`config.mk`:
```
export PLATFORM = sky130hd
export DESIGN_NAME = load_store_unit
export DESIGN_NICKNAME = d
export VERILOG_FILES = /design/src/rtl/load_store_unit.sv
export SDC_FILE = /design/constraint.sdc
export NUM_CORES = 1
export LEC_CHECK = 0
export ABC_CLOCK_PERIOD_IN_PS = 3050
export CAP_MARGIN = 10
export CORE_UTILIZATION = 41
export DETAILED_ROUTE_END_ITERATION = 8
export GPL_ROUTABILITY_DRIVEN = 0
export PLACE_DENSITY = 0.8
export SETUP_SLACK_MARGIN = 0.2
export SLEW_MARGIN = 15
export SYNTH_ARGS = -nofsm -noshare
export SYNTH_HDL_FRONTEND = slang
export SYNTH_SLANG_ARGS = --single-unit
```
`constraint.sdc`:
```
create_clock -name i_clk -period 3.05 [get_ports i_clk]
set_input_delay 0.915 -clock i_clk [delete_from_list [all_inputs] [get_ports i_clk]]
set_output_delay 0.915 -clock i_clk [all_outputs]
set_load 0.05 [all_outputs]
```
`src/rtl/load_store_unit.sv`:
```
// load_store_unit: four-state data-memory access FSM with byte/half/word alignment,
// lane replication for stores and sign/zero extension for loads.
module load_store_unit #(
  parameter int ADDR_W  = 32,
  parameter int TIMEOUT = 255
) (
  input  logic              i_clk,
  input  logic              i_rst_n,
  input  logic              i_mem_read,
  input  logic              i_mem_write,
  input  logic [3:0]        i_d_size,
  input  logic              i_d_unsigned,
  input  logic [ADDR_W-1:0] i_addr,
  input  logic [31:0]       i_wdata,
  output logic              o_stall,
  output logic [31:0]       o_rdata,
  output logic              o_err,
  output logic              o_dmem_req,
  output logic              o_dmem_we,
  output logic [3:0]        o_dmem_be,
  output logic [ADDR_W-1:0] o_dmem_addr,
  output logic [31:0]       o_dmem_wdata,
  input  logic              i_dmem_gnt,
  input  logic              i_dmem_rvalid,
  input  logic [31:0]       i_dmem_rdata
);
  typedef enum logic [1:0] {IDLE, REQ, WAIT, DONE} state_t;
  localparam int CW = $clog2(TIMEOUT + 1);
  state_t            state_q;
  logic [CW-1:0]     cnt_q;
  logic [ADDR_W-1:0] addr_q;
  logic [3:0]        be_q, size_q;
  logic [31:0]       wdata_q, rdata_q;
  logic [1:0]        off_q;
  logic              uns_q, we_q, err_q;
  logic              legal, mis, valid, bad;
  logic [3:0]        be_w;
  logic [31:0]       wdata_w, shifted, ext;
  assign legal   = i_d_size == 4'b0001 || i_d_size == 4'b0011 || i_d_size == 4'b1111;
  assign mis     = (i_d_size == 4'b0011 && i_addr[0]) || (i_d_size == 4'b1111 && i_addr[1:0] != 2'b00);
  assign valid   = (i_mem_read ^ i_mem_write) && legal && !mis;
  assign bad     = (i_mem_read || i_mem_write) && !valid;
  assign be_w    = i_d_size << i_addr[1:0];
  assign wdata_w = i_d_size == 4'b0001 ? {4{i_wdata[7:0]}} :
                   i_d_size == 4'b0011 ? {2{i_wdata[15:0]}} : i_wdata;
  assign shifted = i_dmem_rdata >> {off_q, 3'b000};
  assign ext     = size_q == 4'b0001 ? {{24{~uns_q & shifted[7]}}, shifted[7:0]} :
                   size_q == 4'b0011 ? {{16{~uns_q & shifted[15]}}, shifted[15:0]} : shifted;
  // Reset gates the combinational stall so nothing leaks out while rst_n is low
  assign o_stall      = i_rst_n && ((state_q == IDLE && valid) || state_q == REQ || state_q == WAIT);
  assign o_dmem_req   = state_q == REQ;
  assign o_dmem_we    = we_q;
  assign o_dmem_be    = be_q;
  assign o_dmem_addr  = addr_q;
  assign o_dmem_wdata = wdata_q;
  assign o_rdata      = rdata_q;
  assign o_err        = err_q;
  always_ff @(posedge i_clk or negedge i_rst_n) begin
    if (!i_rst_n) begin
      state_q <= IDLE;
      cnt_q   <= '0;
      addr_q  <= '0;
      be_q    <= '0;
      size_q  <= '0;
      wdata_q <= '0;
      rdata_q <= '0;
      off_q   <= '0;
      uns_q   <= 1'b0;
      we_q    <= 1'b0;
      err_q   <= 1'b0;
    end else begin
      err_q <= 1'b0;
      case (state_q)
        IDLE: begin
          if (valid) begin
            addr_q  <= {i_addr[ADDR_W-1:2], 2'b00};
            off_q   <= i_addr[1:0];
            be_q    <= be_w;
            wdata_q <= wdata_w;
            size_q  <= i_d_size;
            uns_q   <= i_d_unsigned;
            we_q    <= i_mem_write;
            state_q <= REQ;
          end else if (bad) begin
            err_q <= 1'b1;
          end
        end
        REQ: begin
          cnt_q <= '0;
          if (i_dmem_gnt) state_q <= we_q ? DONE : WAIT;
        end
        WAIT: begin
          if (i_dmem_rvalid) begin
            rdata_q <= ext;
            state_q <= DONE;
          end else if (cnt_q == CW'(TIMEOUT - 1)) begin
            err_q   <= 1'b1;
            rdata_q <= '0;
            state_q <= DONE;
          end else begin
            cnt_q <= cnt_q + 1'b1;
          end
        end
        default: state_q <= IDLE;
      endcase
    end
  end
endmodule
```
; ---- Word level (Yosys, flattened, before mapping)
; Index checks and enable logic that the tools add are counted.
[op_classes]
add_sub_neg = 1
n_eq_ne = 13
shifts = 2
mux = 20
bitwise = 4
reduce_logical = 23
[ops]
columns = operator, count
row1 = $mux 32, 6
row2 = $shr 32x5->32, 1
row3 = $mux 8, 2
row4 = $pmux 8 s2, 1
row5 = $add 8x1->8 const B, 1
row6 = $eq 4x1->1 const B, 2
row7 = $eq 4x2->1 const B, 2
row8 = $eq 8x8->1 const B, 1
row9 = $mux 2, 4
row10 = $logic_and 1x1->1, 7
row11 = $logic_or 1x1->1, 6
row12 = $ne 2x2->1 const B, 3
row13 = $pmux 2 s3, 1
row14 = $reduce_and 3->1, 2
row15 = $reduce_bool 2->1, 3
row16 = $mux 1, 5
row17 = $eq 4x4->1 const B, 1
row18 = $reduce_and 2->1, 2
row19 = $shl 4x2->4, 1
row20 = $ne 3x2->1 const B, 1
row21 = $and 1x1->1, 2
row22 = $eq 2x1->1 const B, 1
row23 = $eq 2x2->1 const B, 1
row24 = $logic_not 1->1, 2
row25 = other kinds (5), 5
[totals]
regBits = 117
in_bits = 107
output_inout_bits = 104
wordCells = 74

; ---- Logic depth before layout (Yosys ltp)
; Gate-level depths: netlist of run 1.
[logic_depth]
ltp_word = 10
ltp_mapped = 8

; ---- Worst setup path before layout of run 1
; No wires, ideal clock.
[synth_path]
path_type = input -> output
startpoint = input i_mem_read
endpoint = output o_stall
t_arrival_ns = 2.788
required_ns = 2.135
path_slack_ns = -0.653
path_stages = 7
cell_sequence = inv_1 ha_1 a21boi_0 a22o_1 nand2_1 buf_2 a31oi_1
[synth_via]
elab_chain_cells = 7
[synth_rtl]
columns = item, line_no
row1 = start: declaration, 9  ; input logic i_mem_read,
row2 = $xor 1x1->1, 41  ; assign valid = (i_mem_read ^ i_mem_write) && legal && !mis;
row3 = $logic_and 1x1->1 (2 in a row), 41
row4 = $logic_and 1x1->1, 50  ; assign o_stall = i_rst_n && ((state_q == IDLE && valid) || state_q == REQ || state_q == WAIT);
row5 = $logic_or 1x1->1 (2 in a row), 50
row6 = $logic_and 1x1->1, 50
row7 = end: declaration, 15  ; output logic o_stall,
; No other way between the ends.

; ---- Worst setup path in the final report of run 1
[layout_path]
startpoint = input i_mem_write
endpoint = output o_stall
[layout_via]
elab_chain_cells = 7
[layout_rtl]
columns = item, line_no
row1 = start: declaration, 10  ; input logic i_mem_write,
row2 = $xor 1x1->1, 41
row3 = $logic_and 1x1->1 (2 in a row), 41
row4 = $logic_and 1x1->1, 50
row5 = $logic_or 1x1->1 (2 in a row), 50
row6 = $logic_and 1x1->1, 50
; No other way between the ends.

==> flow_summary.ini, run 1 <==
[status]
outcome = finished, final reports clean

[yosys]
synth-edff-count = 0
avgSynthCellArea_um2 = 11.7
synth_top_area_share_pct = 51.2
synth_most_common_cell = dfrtp_1
ys_seq_area_share_pct = 51.2
synth.distinct_cells = 49
synthFlopType = dfrtp_1
syn_inst = 487
synth_top_cells_by_count = dfrtp_1, mux2i_1, mux2_1, a21oi_1, nor2_1
yosys_warnings = 0
synthArstFlopShare_pct = 100
ys_seq_elements = 117
yosys.area.top_type = dfrtp_1
netlist_area_um2 = 5720
synth.area.top_cells = dfrtp_1, mux2_1, mux2i_1

[job]
maxCapViolCount = 0

[min_path]
hp-class = reg -> reg
hp-start = size_q[0]
hold-path-endpoint = size_q[0]
min_path_cells = 1

[worst_setup_path]
r2r.worst_path.cells = 7
crit_arrival_ps = 2080
path_max_fanout = 2
r2r_end = state_q[0]
r2r_slack_ps = 940
crit-reg2reg-launch = state_q[1]
endpoint_kind = output port
crit_start = i_mem_write
criticalPathCategory = in -> out
worstPathRequired_ps = 2130
start_kind = input port

[pwr]
powerDensity_nw_per_um2 = 1140
peakVddDrop_mv = 0.907
leakagePower_nw = 3.97

[floorplan]
coreArea_um2 = 13400
rows = 42
start_util_pct = 42.7
die_area_um2 = 14400
io_pins = 211
die_h_um = 120
chipWidth_um = 120

[clock_network]
cts_tree = done
postCtsHoldBufs = 0
cts_max_level = 4
path_clk_slew_ps = 50
cts_root_buf = clkbuf_16
clockBufferDepth = 2
numCtsBuffers = 17
cts.sinks = 117
insertion_delay_ps = 420

[drt]
wl_per_cell_um = 18.9
totalWireLength_um = 16900
drc = 0
dr.pass1.iters = 4
drt_iter0_drc = 267
vias = 4915
via_per_inst = 5.50
ant_nets = 0

[placement]
place_inst = 858
dpl.hpwl_um = 12300
dpl-instance-area_um2 = 8080
port_buffers = 208

[cells_and_area]
seq_area_um2 = 2930
stdcell_area_um2 = 8750
layout.nets = 816
fin_cells = 893
multi_input_area_um2 = 2600
syn_to_final_growth_pct = 53.2
fill_cells = 994
drive_gt1_share_pct = 10.8

[sta]
period_minus_slack_ps = 2990
grt_setup_unrepaired = yes
worst_clock_skew_ps = 5.30
max_freq_mhz = 334
slew-limit-headroom_pct = 46.0
hold_slack_ps = 453
post-route-period-util_pct = 98.1
hold_viol = 0
worst_slew_pin_slew_ps = 809
drv_slew = 0
setup_viol = 0

[grt]
antenna_found_initial = 3
grt_pass1_vias = 5160
grt_overflow_total = 0
grt_first_pass_wirelength_um = 26700
grt_max_degree = 61
grt_usage_pct = 24.3
==> stage by stage <==
stage | utilization, % | power, mW | TNS [ps] | worst slack (ps)
after floorplan | - | 6.02 | -19.5 | -19.5
after detailed placement | 60.3 | 7.86 | -22690 | -460
after global routing | 65.3 | 10.4 | 0 | 11.9
final | 65.3 | 9.98 | 0 | 56.7
after global placement | 60.3 | 7.74 | -18280 | -411
after CTS | 65.2 | 10.0 | 0 | 32.3
==> routing by layer <==
| layer | track usage [%] | vias up | share of wire (%) |
|---|---|---|---|
| met5 | 0 | - | 0.10 |
| met4 | 9.30 | 2 | 1.7 |
| met3 | 9.55 | 28 | 9.9 |
| met2 | 42.1 | 232 | 50 |
| met1 | 26.7 | 2418 | 38 |
| li1 | - | 2235 | - |
==> sequential cells by signal, summed over array words and instances, names as in the netlist <==
signal	flops
cnt_q	8
o_dmem_addr	30
o_dmem_be	4
o_dmem_wdata	32
o_dmem_we	1
o_err	1
o_rdata	32
off_q	2
size_q	4
state_q	2
uns_q	1
==> how the worst max path moves through the flow <==
stage,endpoint,slack [ps],depth (start not counted)
global placement,o_stall,-410,8
floorplan,o_stall,-20,7
CTS,o_stall,30,8
detailed placement,o_stall,-460,8
global route,o_stall,10,8
finish,o_stall,60,8
==> what timing repair did <==
action / 4_1_cts / 5_1_grt
pin swaps: 4 / 2
setup buffers: 1 / 0
gates resized for setup: 25 / 3
cloned: 0 / 0
endpoints found under the setup margin: 53 / 1
==> logic make-up (layout without fill, tap and decap cells) <==
family,Yosys count,after routing,share of synthesized area (%)
other,1,4,0.0656
AO/OA/AOI/OAI,124,124,16.3
adder cells (fa/ha/maj),7,7,1.53
flip-flops,117,117,51.2
buffers and inverters,57,284,4.38
XOR/XNOR,1,1,0.153
multiplexers,104,104,19.6
AND/OR/NAND/NOR,76,76,6.81
==> cells in the final DEF (no fill, tap or decap), types with 4 or more instances in the layout <==
master / count
a211o_1: 16
a211oi_1: 9
a21oi_1: 34
a221o_1: 9
a22o_1: 10
a31oi_1: 17
a32o_1: 8
buf_4: 26
bufinv_16: 4
clkbuf_16: 17
clkdlybuf4s50_1: 197
clkinv_4: 4
dfrtp_1: 117
dlygate4sd2_1: 5
ha_1: 6
inv_1: 17
mux2_1: 50
mux2i_1: 51
nand2_1: 12
nand2b_1: 4
nor2_1: 30
nor2b_1: 10
==> area by class of cell <==
cell class	count	area share [%]
clock inverters	12	2.03
multi-input cells	314	29.7
well taps	176	2.52
inverters	19	0.958
repair buffers	233	26.1
diodes	2	0.0572
clock buffers	20	5.22
flip-flops and latches	117	33.4
==> worst max-delay path, stage by stage <==
cell and delay, ps:
buf_8 80, inv_6 30, ha_4 250, and4_4 210, a22o_1 170, nand2_2 80, a31oi_4 180, buf_12 160
==> power by group <==
part	internal [mW]	switching, mW
registers	2.20	0.405
clock network	1.41	0.713
logic	1.88	3.38
total	5.48	4.49
No activity file was read; power rests on OpenSTA's default activity.
==> inputs of run 2 (changes only) <==
SETUP_SLACK_MARGIN = unset   (was 0.2)
==> run 2 against run 1 <==
Net effect: register-to-register slack about the same; clock power about the same; hold slack about the same; non-clock buffer count unchanged; critical path type unchanged; via count is 0.71% higher; largest power group unchanged; clock skew barely moved; die area did not move; combinational power hardly changed; critical path depth is the same.
==> flow_summary.ini, run 2 (synthesis results as in run 1) <==
[worst_setup_path]
endpoint_kind = output port
crit_arrival_ps = 2090
crit_family = compound AO/OA/AOI/OAI gates
start_kind = input port
critPathSlowestCell = ha_4
slowest_delay_ps = 250
crit_buf_inv = 3
cp_cell_sequence = buf_6, inv_8, ha_4, and4_4, a22o_1, nand2_2, a31oi_4, buf_12
path_max_fanout = 2
worstPathRequired_ps = 2130
criticalPathCategory = in -> out

[floorplan]
rows = 42
chipWidth_um = 120
die_h_um = 120
start_util_pct = 42.7
coreArea_um2 = 13400
die_area_um2 = 14400
io_pins = 211

[sta]
post-route-period-util_pct = 98.5
grt_setup_unrepaired = no
hold_viol = 0
period_minus_slack_ps = 3000
final.setup.tns_ps = 0
slew-limit-headroom_pct = 45.8
worst_clock_skew_ps = 5.65
drv_slew = 0
worst_slew_pin_slew_ps = 813
max_freq_mhz = 333
setup_viol = 0

[drt]
drt_iter0_drc = 280
wl_per_cell_um = 18.9
via_per_inst = 5.54
drc = 0
vias = 4950
dr.pass1.iters = 4
ant_nets = 0
totalWireLength_um = 16900

[clock_network]
cts_root_buf = clkbuf_16
postCtsHoldBufs = 0
insertion_delay_ps = 420
cts_max_level = 4
cts_tree = done
cts.sinks = 117
path_clk_slew_ps = 50
clockBufferDepth = 2
numCtsBuffers = 17

[pwr]
power_mw = 9.97
powerDensity_nw_per_um2 = 1140
peakVddDrop_mv = 0.907
leakagePower_nw = 3.96

[placement]
port_buffers = 208
dpl.hpwl_um = 12300

[cells_and_area]
syn_to_final_growth_pct = 52.8
layout_common_cells = clkdlybuf4s50_1, dfrtp_1, mux2i_1, mux2_1, a21oi_1
fill_cells = 1000
final_common_cell = clkdlybuf4s50_1
multi_input_area_um2 = 2590
seq_area_um2 = 2930
layout.nets = 816
drive_gt1_share_pct = 10.8

[grt]
grt_overflow_total = 0
grt_max_degree = 61
antenna_found_initial = 3
grt_usage_pct = 24.3
grt_first_pass_wirelength_um = 26700
grt_pass1_vias = 5158

[job]
maxCapViolCount = 0

[min_path]
hp-class = reg -> reg

[status]
outcome = finished, final reports clean
## run 2: worst register-to-register path, stage by stage (launching register included)
cell	delay, ps
dfrtp_1	390
inv_1	120
ha_1	220
buf_4	320
inv_1	120
a221o_1	320
o221ai_1	130
mux2_2	370
## run 2: path summary, 6_finish.rpt
path                       slack [ps]               end  startpoint  cells past startpoint
max reg2reg                       940        state_q[0]  state_q[1]                      7
min in group asynchronous         670        o_rdata[2]     i_rst_n                      2
min reg2reg                       450         size_q[0]   size_q[0]                      1
min                               450         size_q[0]   size_q[0]                      1
max in group asynchronous        1130  o_dmem_wdata[18]     i_rst_n                      3
max                                50           o_stall  i_mem_read                      8
## run 2: final cells by class
class | instances | share of cell area, %
repair buffers | 233 | 26.0
flip-flops and latches | 117 | 33.5
clock buffers | 20 | 5.23
diodes | 2 | 0.0573
clock inverters | 12 | 2.03
well taps | 176 | 2.52
inverters | 19 | 0.960
multi-input cells | 314 | 29.7
## run 2: where the power goes
part / switching, mW / internal (mW)
Clock: 0.710 / 1.41
Combinational: 3.37 / 1.88
Sequential: 0.403 / 2.20
Total: 4.49 / 5.49
## run 2: what timing repair did
action	4_1_cts	5_1_grt
endpoints found under the setup margin	1	1
gates resized for setup	19	4
buffers inserted	1	0
endpoints found under the hold margin	0	0
pin swaps	3	3
## run 2: metrics by stage
step	instance area (µm²)	utilization (%)	setup WS, ps	hold WS, ps	std cells
floorplan	5780	-	-19.5	426	488
global placement	8080	60.3	-411	447	858
detailed placement	8080	60.3	-460	451	858
CTS	8730	65.1	3.33	458	891
global route	8730	65.2	1.15	501	893
finish	8730	65.2	45.8	453	893
## run 2: layer usage
metal	up-vias	track usage [%]	part of all wire [%]
met5	-	0	0.10
met4	2	9.53	1.8
li1	2239	-	-
met3	28	9.60	10
met2	238	41.8	50
met1	2443	26.7	37
